### src/rtl/decoder_n_seq.sv
// Registered N-to-2**N one-hot decoder with optional auto-scan mode.
// Define DECODER_N_SEQ_SCAN_EN to build the SCAN state, dwell counter and wrap pulse.
module decoder_n_seq #(
    parameter int N     = 3,
    parameter int DWELL = 1
) (
    input  logic            clk,
    input  logic            rst_n,
    input  logic            E,
    input  logic [N-1:0]    A,
    input  logic            mode,
    output logic [2**N-1:0] Y,
    output logic [N-1:0]    idx,
    output logic            wrap
);

    localparam int YW = 2**N;

    typedef enum logic [1:0] {
        IDLE,
        DIRECT,
        SCAN
    } state_t;

    state_t          state_q, state_d;
    logic [YW-1:0]   y_d;
    logic [N-1:0]    idx_d;
    logic            wrap_d;
    logic            scan_req;

`ifdef DECODER_N_SEQ_SCAN_EN
    localparam int            CW       = (DWELL > 1) ? $clog2(DWELL) : 1;
    localparam logic [CW-1:0] CNT_LAST = CW'(DWELL - 1);

    logic [CW-1:0] cnt_q, cnt_d;

    assign scan_req = mode;
`else
    // Without scan support the mode input and dwell setting have no effect.
    logic [8:0] unused_cfg;

    assign scan_req   = 1'b0;
    assign unused_cfg = {mode, 8'(DWELL)};
`endif

    function automatic logic [YW-1:0] one_hot(input logic [N-1:0] i);
        return YW'(1) << i;
    endfunction

    // NOTE: every output of this block gets a default first, so no path can infer a latch.
    always_comb begin
        state_d = state_q;
        idx_d   = idx;
        y_d     = '0;
        wrap_d  = 1'b0;
`ifdef DECODER_N_SEQ_SCAN_EN
        cnt_d   = '0;
`endif
        if (E) begin
            state_d = IDLE;
        end else if (!scan_req) begin
            state_d = DIRECT;
            idx_d   = A;
            y_d     = one_hot(A);
        end
`ifdef DECODER_N_SEQ_SCAN_EN
        else if (state_q != SCAN) begin
            state_d = SCAN;
            idx_d   = A;
            y_d     = one_hot(A);
        end else begin
            // A is not consulted while scanning; only the dwell counter moves idx.
            if (cnt_q == CNT_LAST) begin
                idx_d  = idx + 1'b1;
                wrap_d = (idx == {N{1'b1}});
            end else begin
                cnt_d = cnt_q + 1'b1;
            end
            y_d = one_hot(idx_d);
        end
`endif
    end

    // NOTE: state registers use non-blocking assignments so every flop samples pre-edge values.
    always_ff @(posedge clk or negedge rst_n) begin
        if (!rst_n) begin
            state_q <= IDLE;
            Y       <= '0;
            idx     <= '0;
            wrap    <= 1'b0;
`ifdef DECODER_N_SEQ_SCAN_EN
            cnt_q   <= '0;
`endif
        end else begin
            state_q <= state_d;
            Y       <= y_d;
            idx     <= idx_d;
            wrap    <= wrap_d;
`ifdef DECODER_N_SEQ_SCAN_EN
            cnt_q   <= cnt_d;
`endif
        end
    end

endmodule

### config.mk
export PLATFORM = sky130hd
export DESIGN_NAME = decoder_n_seq
export DESIGN_NICKNAME = d
export VERILOG_FILES = /design/src/rtl/decoder_n_seq.sv
export SDC_FILE = /design/constraint.sdc
export NUM_CORES = 1
export LEC_CHECK = 0
export CAP_MARGIN = 20
export CORE_AREA = 10 10 47 49
export DETAILED_ROUTE_END_ITERATION = 6
export DIE_AREA = 0 0 57 59
export GPL_ROUTABILITY_DRIVEN = 1
export GPL_TIMING_DRIVEN = 1
export PLACE_DENSITY = 0.63
export SETUP_SLACK_MARGIN = 0.15
export SYNTH_ARGS = -nofsm -noshare
export SYNTH_HDL_FRONTEND = slang
export SYNTH_SLANG_ARGS = --single-unit
export TNS_END_PERCENT = 20
### constraint.sdc
create_clock -name clk -period 1 [get_ports clk]
set_input_delay 0.15 -clock clk [delete_from_list [all_inputs] [get_ports clk]]
set_output_delay 0.15 -clock clk [all_outputs]
set_load 0.02 [all_outputs]
==> results of run 1 <==
## cells by family after synthesis
group,after synthesis
multiplexers,3
flip-flops,11
buffers and inverters,2
other,1
AND/OR/NAND/NOR,8
## state kept, by name (all words and copies together) (netlist names)
signal	cells
Y	8
idx	3
## worst register-to-register path: cells and delay by family, from the launching register on
kind                   cells  cell delay [ns]
buffers and inverters      1             0.13
flip-flops                 1             0.40
multiplexers               1             0.24
## final timing paths
path	from	endpoint	slack (ns)	cells past startpoint
min	rst_n	Y[7]$_DFF_PN0_	0.18	2
max	idx[1]$_DFFE_PN0N_	idx[1]	0.06	1
max reg2reg	idx[1]$_DFFE_PN0N_	idx[1]$_DFFE_PN0N_	0.12	2
min in group clk	idx[2]$_DFFE_PN0N_	idx[2]$_DFFE_PN0N_	0.53	1
max in group asynchronous	rst_n	idx[2]$_DFFE_PN0N_	0.68	2
min reg2reg	idx[2]$_DFFE_PN0N_	idx[2]$_DFFE_PN0N_	0.53	1
## power by group
part / switching [mW] / total (mW) / leakage, nW / internal, mW
clock: 0.136 / 0.290 / 0.0150 / 0.154
sequential: 0.0106 / 0.476 / 0.145 / 0.465
combinational: 0.0741 / 0.163 / 0.151 / 0.0893
## area by class of cell
type / count / share of cell area, %
flip-flops and latches: 11 / 44.4
repair buffers: 21 / 28.0
multi-input cells: 12 / 20.2
clock buffers: 4 / 4.23
well taps: 16 / 3.23
## placed cells by master (no fill, tap or decap)
cell,n
sky130_fd_sc_hd__dfrtp_1,11
sky130_fd_sc_hd__buf_2,6
sky130_fd_sc_hd__clkdlybuf4s50_1,5
sky130_fd_sc_hd__buf_6,5
sky130_fd_sc_hd__buf_4,5
sky130_fd_sc_hd__and4bb_2,3
sky130_fd_sc_hd__nor4b_1,3
sky130_fd_sc_hd__clkbuf_4,3
sky130_fd_sc_hd__mux2_4,2
sky130_fd_sc_hd__nor4_1,1
sky130_fd_sc_hd__and4b_1,1
sky130_fd_sc_hd__mux2_2,1
sky130_fd_sc_hd__conb_1,1
sky130_fd_sc_hd__clkbuf_1,1
## per-stage QoR
stage | power, mW | std cells | hold slack, ns | cell area, µm² | TNS [ns]
after global routing | 0.985 | 64 | 0.202 | 621 | 0
after global placement | 0.647 | 60 | 0.458 | 618 | -2.23
after CTS | 0.945 | 64 | 0.174 | 614 | 0
after floorplan | 0.551 | 25 | -0.146 | 419 | 0
after detailed placement | 0.651 | 60 | 0.461 | 618 | -2.47
final | 0.930 | 64 | 0.178 | 621 | 0
## what timing repair did
action / 4_1_cts / 5_1_grt
gates resized for setup: 52 / 2
hold buffers: 0 / 0
setup endpoints to repair: 20 / 22
## cell usage after synthesis
cell type | instances | area [µm²]
sky130_fd_sc_hd__and4b_1 | 1 | 10.0
sky130_fd_sc_hd__buf_4 | 1 | 7.51
sky130_fd_sc_hd__mux2_2 | 1 | 11.3
sky130_fd_sc_hd__nor4b_1 | 3 | 26.3
sky130_fd_sc_hd__mux2_4 | 2 | 30.0
sky130_fd_sc_hd__conb_1 | 1 | 3.75
sky130_fd_sc_hd__and4bb_2 | 3 | 37.5
sky130_fd_sc_hd__buf_6 | 1 | 11.3
sky130_fd_sc_hd__dfrtp_1 | 11 | 275
sky130_fd_sc_hd__nor4_1 | 1 | 6.26
## layer usage
| layer | global-route usage [%] | up-vias | wire length [µm] |
|---|---|---|---|
| li1 | - | 138 | - |
| met3 | 4.08 | 2 | 130 |
| met4 | 5.03 | 0 | 17 |
| met1 | 5.50 | 136 | 366 |
| met2 | 7.29 | 20 | 366 |
| met5 | 0 | - | 0 |
==> insert_results.sql, run 1 <==
INSERT INTO impl_metrics (metric_group, metric, value, unit) VALUES
('run_status', 'outcome', 'finished clean', ''),
('die', 'fp-row-count', '14', ''),
('synthesis', 'post_synth_and_or_nand_nor_area_fraction', '19.1', '%'),
('placement', 'io_buffer_count', '16', ''),
('sta', 'setup_ws', '0.0552', 'ns'),
('synthesis', 'postSynthNetCount', '32', ''),
('global_routing', 'grtUsageTotal', '5.50', '%'),
('die', 'placeableCoreArea', '0.00140', 'mm²'),
('die', 'io-pin-count', '19', ''),
('setup_path', 'timing.critical_path.to_type', 'output pin', ''),
('clock_tree', 'clock_tree.buffer_depth', '2', ''),
('clock_tree', 'post-cts-setup-buffer-count', '0', ''),
('setup_path', 'cells_traversed_along_the_worst_timing_path', 'buf_6', ''),
('setup_path', 'slowest_stage', 'sky130_fd_sc_hd__dfrtp_1', ''),
('synthesis', 'synth.area.mux_share', '9.85', '%'),
('sta', 'hold_violations', '0', ''),
('clock_tree', 'clock_sink_count', '11', ''),
('sta', 'fmax', '1.06', 'GHz'),
('synthesis', 'syn_avg_cell_area', '16.8', 'µm²'),
('placement', 'placement.setup.worst_slack', '-0.205', 'ns'),
('die', 'die-area', '0.00336', 'mm²'),
('setup_path', 'critical_path_buf_inv_count', '1', ''),
('sta', 'clock_skew', '0', 'ns'),
('synthesis', 'seq_area_frac_synth', '65.7', '%'),
('drt', 'dr.pass1.iters', '4', ''),
('synthesis', 'main_combinational_cell_family_by_area_after_synthesis', 'simple AND/OR/NAND/NOR gates', ''),
('die', 'initial_utilization', '29.9', '%'),
('finish', 'footprint_of_the_multi_input_gates', '125', 'µm²'),
('finish', 'nFillCells', '142', ''),
('setup_path', 'timing.critical_path.arrival', '0.79', 'ns'),
('drt', 'num_vias', '296', ''),
('global_routing', 'grt_start_max_net_pins', '12', ''),
('setup_path', 'launching_element_type_of_the_critical_path', 'flip-flop', ''),
('clock_tree', 'clk_transition_reported_paths', '0.06', 'ns'),
('setup_path', 'worstSetupPathType', 'reg -> out', ''),
('setup_path', 'worst-path-max-fanout', '2', ''),
('power_and_ir_drop', 'power.density_cell_area', '1500', 'mW/mm²'),
('global_routing', 'grt_overflow', '0', ''),
('drt', 'drt_iter0_markers', '1', ''),
('power_and_ir_drop', 'largest_vdd_supply_drop', '0.000670', 'V'),
('synthesis', 'yosys_register_bits', '11', ''),
('sta', 'final.period_utilization', '94.5', '%'),
('sta', 'rsz0062_at_grt', 'yes', ''),
('clock_tree', 'cts_root_buffer', 'sky130_fd_sc_hd__clkbuf_4', ''),
('finish', 'utilization', '44.3', '%'),
('clock_tree', 'cts_tree', 'yes', ''),
('run', 'cap_viol_max_count', '0', ''),
('finish', 'drive_above_1_share', '52.1', '%'),
('sta', 'drv_slew', '0', ''),
('finish', 'area.growth.synth_to_final', '48.1', '%'),
('finish', 'layout.area.seq', '275', 'µm²'),
('global_routing', 'first_global_vias', '311', ''),
('clock_tree', 'clk-insertion-delay-late', '0.26', 'ns'),
('clock_tree', 'numCtsBuffers', '3', ''),
('placement', 'dpl.hpwl', '667', 'µm'),
('synthesis', 'synth_fa_ha_area_share', '0', '%'),
('drt', 'route.detailed.drc', '0', ''),
('drt', 'antenna_left', '0', ''),
('finish', 'design.final.nets', '56', ''),
('synthesis', 'syn_area', '419', 'µm²'),
('min_path', 'worstHoldPathType', 'in -> async', ''),
('synthesis', 'synth_compound_gate_area_share', '0', '%'),
('drt', 'viasPerCell', '4.63', ''),
('synthesis', 'synth_xor_area_share', '0', '%'),
('drt', 'drt-total-wl', '880', 'µm'),
('die', 'die_x', '57', 'µm'),
('setup_path', 'crit_path_max_incr_delay', '0.40', 'ns'),
('die', 'fp.dieH', '59', 'µm'),
('synthesis', 'yosys_warnings', '0', ''),
('finish', 'number_of_antenna_repair_diodes', '0', ''),
('power_and_ir_drop', 'leak_pwr', '0.311', 'nW'),
('sta', 'setup_violators_final', '0', ''),
('setup_path', 'worst_ep_required_time', '0.85', 'ns'),
('global_routing', 'antenna_found_initial', '0', ''),
('setup_path', 'critical_path.top_delay_family', 'flip-flops', ''),
('placement', 'gp_congestion', '0.736', ''),
('drt', 'drt-wirelength-per-cell', '13.8', 'µm'),
('clock_tree', 'htree_levels', '1', ''),
('synthesis', 'netlist_instances', '25', ''),
('global_routing', 'grt_first_pass_wirelength', '1.40', 'mm'),
('sta', 'fin_crit', '0.945', 'ns'),
('synthesis', 'synth.distinct_cells', '10', '');
Power figures use the tool's default switching activity.
==> run 2, diff against run 1 <==
- GPL_TIMING_DRIVEN: 1 -> not set
- clock period: 1 -> 1.11 ns (I/O delays scaled with it)
==> insert_results.sql, run 2 (synthesis gave the netlist of run 1 again) <==
INSERT INTO impl_metrics (metric_group, metric, value, unit) VALUES
('clock_tree', 'cts_tree', 'yes', ''),
('placement', 'io_buffer_count', '16', ''),
('clock_tree', 'htree_levels', '1', ''),
('die', 'die_x', '57', 'µm'),
('global_routing', 'grt_start_max_net_pins', '12', ''),
('sta', 'holdWs', '0.204', 'ns'),
('setup_path', 'worstSetupPathType', 'in -> reg', ''),
('finish', 'largest_register_ffs', '8', ''),
('global_routing', 'grtUsageTotal', '5.81', '%'),
('setup_path', 'timing.critical_path.to_type', 'flip-flop', ''),
('setup_path', 'crit_path_max_incr_delay', '0.64', 'ns'),
('global_routing', 'grtUsageMet2', '7.91', '%'),
('finish', 'layout.cell_area.non_filler', '624', 'µm²'),
('sta', 'setup_ws', '0.110', 'ns'),
('min_path', 'worstHoldPathType', 'in -> async', ''),
('run', 'cap_viol_max_count', '0', ''),
('sta', 'fmax', '1.00', 'GHz'),
('setup_path', 'timing.critical_path.arrival', '1.14', 'ns'),
('die', 'die-area', '0.00336', 'mm²'),
('die', 'initial_utilization', '29.9', '%'),
('drt', 'drt-wirelength-per-cell', '14.6', 'µm'),
('drt', 'route.detailed.drc', '0', ''),
('clock_tree', 'numCtsBuffers', '3', ''),
('global_routing', 'first_global_vias', '327', ''),
('die', 'io-pin-count', '19', ''),
('sta', 'drv_slew', '0', ''),
('finish', 'largest_registers', 'Y: 8 flops, idx: 3 flops', ''),
('setup_path', 'slowest_stage', 'sky130_fd_sc_hd__clkdlybuf4s50_1', ''),
('power_and_ir_drop', 'largest_vdd_supply_drop', '0.000764', 'V'),
('sta', 'fin_tns_setup', '0', 'ns'),
('sta', 'fin_crit', '1.00', 'ns'),
('drt', 'viasPerCell', '4.58', ''),
('global_routing', 'grt_first_pass_wirelength', '1.52', 'mm'),
('finish', 'nFillCells', '139', ''),
('run_status', 'outcome', 'finished clean', ''),
('finish', 'number_of_antenna_repair_diodes', '0', ''),
('finish', 'design.final.nets', '56', ''),
('placement', 'placement.setup.worst_slack', '-0.123', 'ns'),
('power_and_ir_drop', 'leak_pwr', '0.313', 'nW'),
('setup_path', 'critical_path_buf_inv_count', '1', ''),
('clock_tree', 'clock_tree.buffer_depth', '2', ''),
('finish', 'final_cell_mix', '11 x sky130_fd_sc_hd__dfrtp_1, 6 x sky130_fd_sc_hd__buf_4, 5 x sky130_fd_sc_hd__clkdlybuf4s50_1, 5 x sky130_fd_sc_hd__buf_2, 5 x sky130_fd_sc_hd__buf_6', ''),
('die', 'fp.dieH', '59', 'µm'),
('clock_tree', 'clk_transition_reported_paths', '0.07', 'ns'),
('clock_tree', 'cts_root_buffer', 'sky130_fd_sc_hd__clkbuf_4', ''),
('global_routing', 'groute.layer.met1.usage', '6.50', '%'),
('finish', 'utilization', '44.6', '%'),
('setup_path', 'cells_traversed_along_the_worst_timing_path', 'clkdlybuf4s50_1 -> nor4b_1', ''),
('placement', 'gp_congestion', '0.751', ''),
('clock_tree', 'clk-insertion-delay-late', '0.26', 'ns'),
('power_and_ir_drop', 'power.density_cell_area', '1340', 'mW/mm²'),
('setup_path', 'timing.reg2reg.setup_slack', '0.23', 'ns'),
('placement', 'dpl.hpwl', '695', 'µm'),
('sta', 'hold_violations', '0', ''),
('finish', 'layout_commonest_cell', 'sky130_fd_sc_hd__dfrtp_1', ''),
('drt', 'antenna_left', '0', ''),
('setup_path', 'worstRegToRegCells', '2', ''),
('setup_path', 'launching_element_type_of_the_critical_path', 'input port', ''),
('global_routing', 'grtUsageMet3', '3.65', '%'),
('finish', 'drive_above_1_share', '54.2', '%'),
('sta', 'setup_violators_final', '0', ''),
('global_routing', 'antenna_found_initial', '0', ''),
('die', 'placeableCoreArea', '0.00140', 'mm²'),
('setup_path', 'worst_ep_required_time', '1.25', 'ns'),
('sta', 'rsz0062_at_grt', 'yes', ''),
('sta', 'clock_skew', '0', 'ns'),
('placement', 'detailed_place.area', '611', 'µm²'),
('clock_tree', 'cts_hold_buffers', '0', ''),
('finish', 'largest_register', 'Y', ''),
('die', 'fp-row-count', '14', ''),
('drt', 'drt-total-wl', '932', 'µm'),
('drt', 'drt_iter0_markers', '6', ''),
('setup_path', 'critical_path.top_delay_family', 'buffers and inverters', ''),
('clock_tree', 'clock_sink_count', '11', ''),
('setup_path', 'regToRegEndpoint', 'idx[1]$_DFFE_PN0N_', ''),
('drt', 'dr.pass1.iters', '4', ''),
('global_routing', 'grt_overflow', '0', ''),
('setup_path', 'worst_r2r_startpoint', 'idx[1]$_DFFE_PN0N_', ''),
('drt', 'num_vias', '293', ''),
('setup_path', 'worst-path-max-fanout', '9', ''),
('sta', 'final.period_utilization', '90.1', '%'),
('global_routing', 'grt_busiest_layer', 'met2', ''),
('finish', 'area.growth.synth_to_final', '49.0', '%');
[run 2: changes by cell type in the layout (fill, tap and decap cells not counted)]
cell	delta
sky130_fd_sc_hd__clkbuf_1	-1
sky130_fd_sc_hd__clkinv_2	+1
sky130_fd_sc_hd__buf_2	-1
sky130_fd_sc_hd__buf_4	+1
[run 2: stage by stage]
stage               cells  power, mW
floorplan              25      0.496
global placement       59      0.578
detailed placement     59      0.582
CTS                    63      0.836
global route           64      0.890
finish                 64      0.837
[run 2: worst max-delay path by stage]
stage | from | endpoint | slack, ns | cells past startpoint
after floorplan | idx[2]$_DFFE_PN0N_ | idx[2]$_DFFE_PN0N_ | 0.28 | 1
after global placement | E | idx[0]$_DFFE_PN0N_ | -0.11 | 3
after detailed placement | A[2] | Y[4]$_DFF_PN0_ | -0.12 | 2
after CTS | Y[2]$_DFF_PN0_ | Y[2] | 0.06 | 1
after global routing | Y[6]$_DFF_PN0_ | Y[6] | 0.11 | 1
final | A[2] | Y[4]$_DFF_PN0_ | 0.11 | 2
[run 2: per-layer routing]
metal / vias up / part of all wire [%]
li1: 139 / -
met1: 138 / 47
met2: 16 / 43
met3: 0 / 10
met4: 0 / 0
met5: - / 0
[run 2: area by class of cell]
type	count	area, µm²	share of cell area [%]
Timing Repair Buffer	21	176	28.3
Tap cell	16	20.0	3.21
Clock buffer	3	22.5	3.61
Sequential cell	11	275	44.1
Multi-Input combinational cell	12	125	20.0
Clock inverter	1	5.00	0.802
[run 2: power breakdown]
group | internal, mW | switching (mW) | leakage (nW)
logic | 0.0794 | 0.0683 | 0.150
clock network | 0.133 | 0.128 | 0.0177
registers | 0.419 | 0.00948 | 0.145
[run 2: what timing repair did]
item | CTS | global route
endpoints found under the setup margin | 11 | 14
gates resized for setup | 41 | 14
setup buffers | 0 | 1
pin swaps | 0 | 0
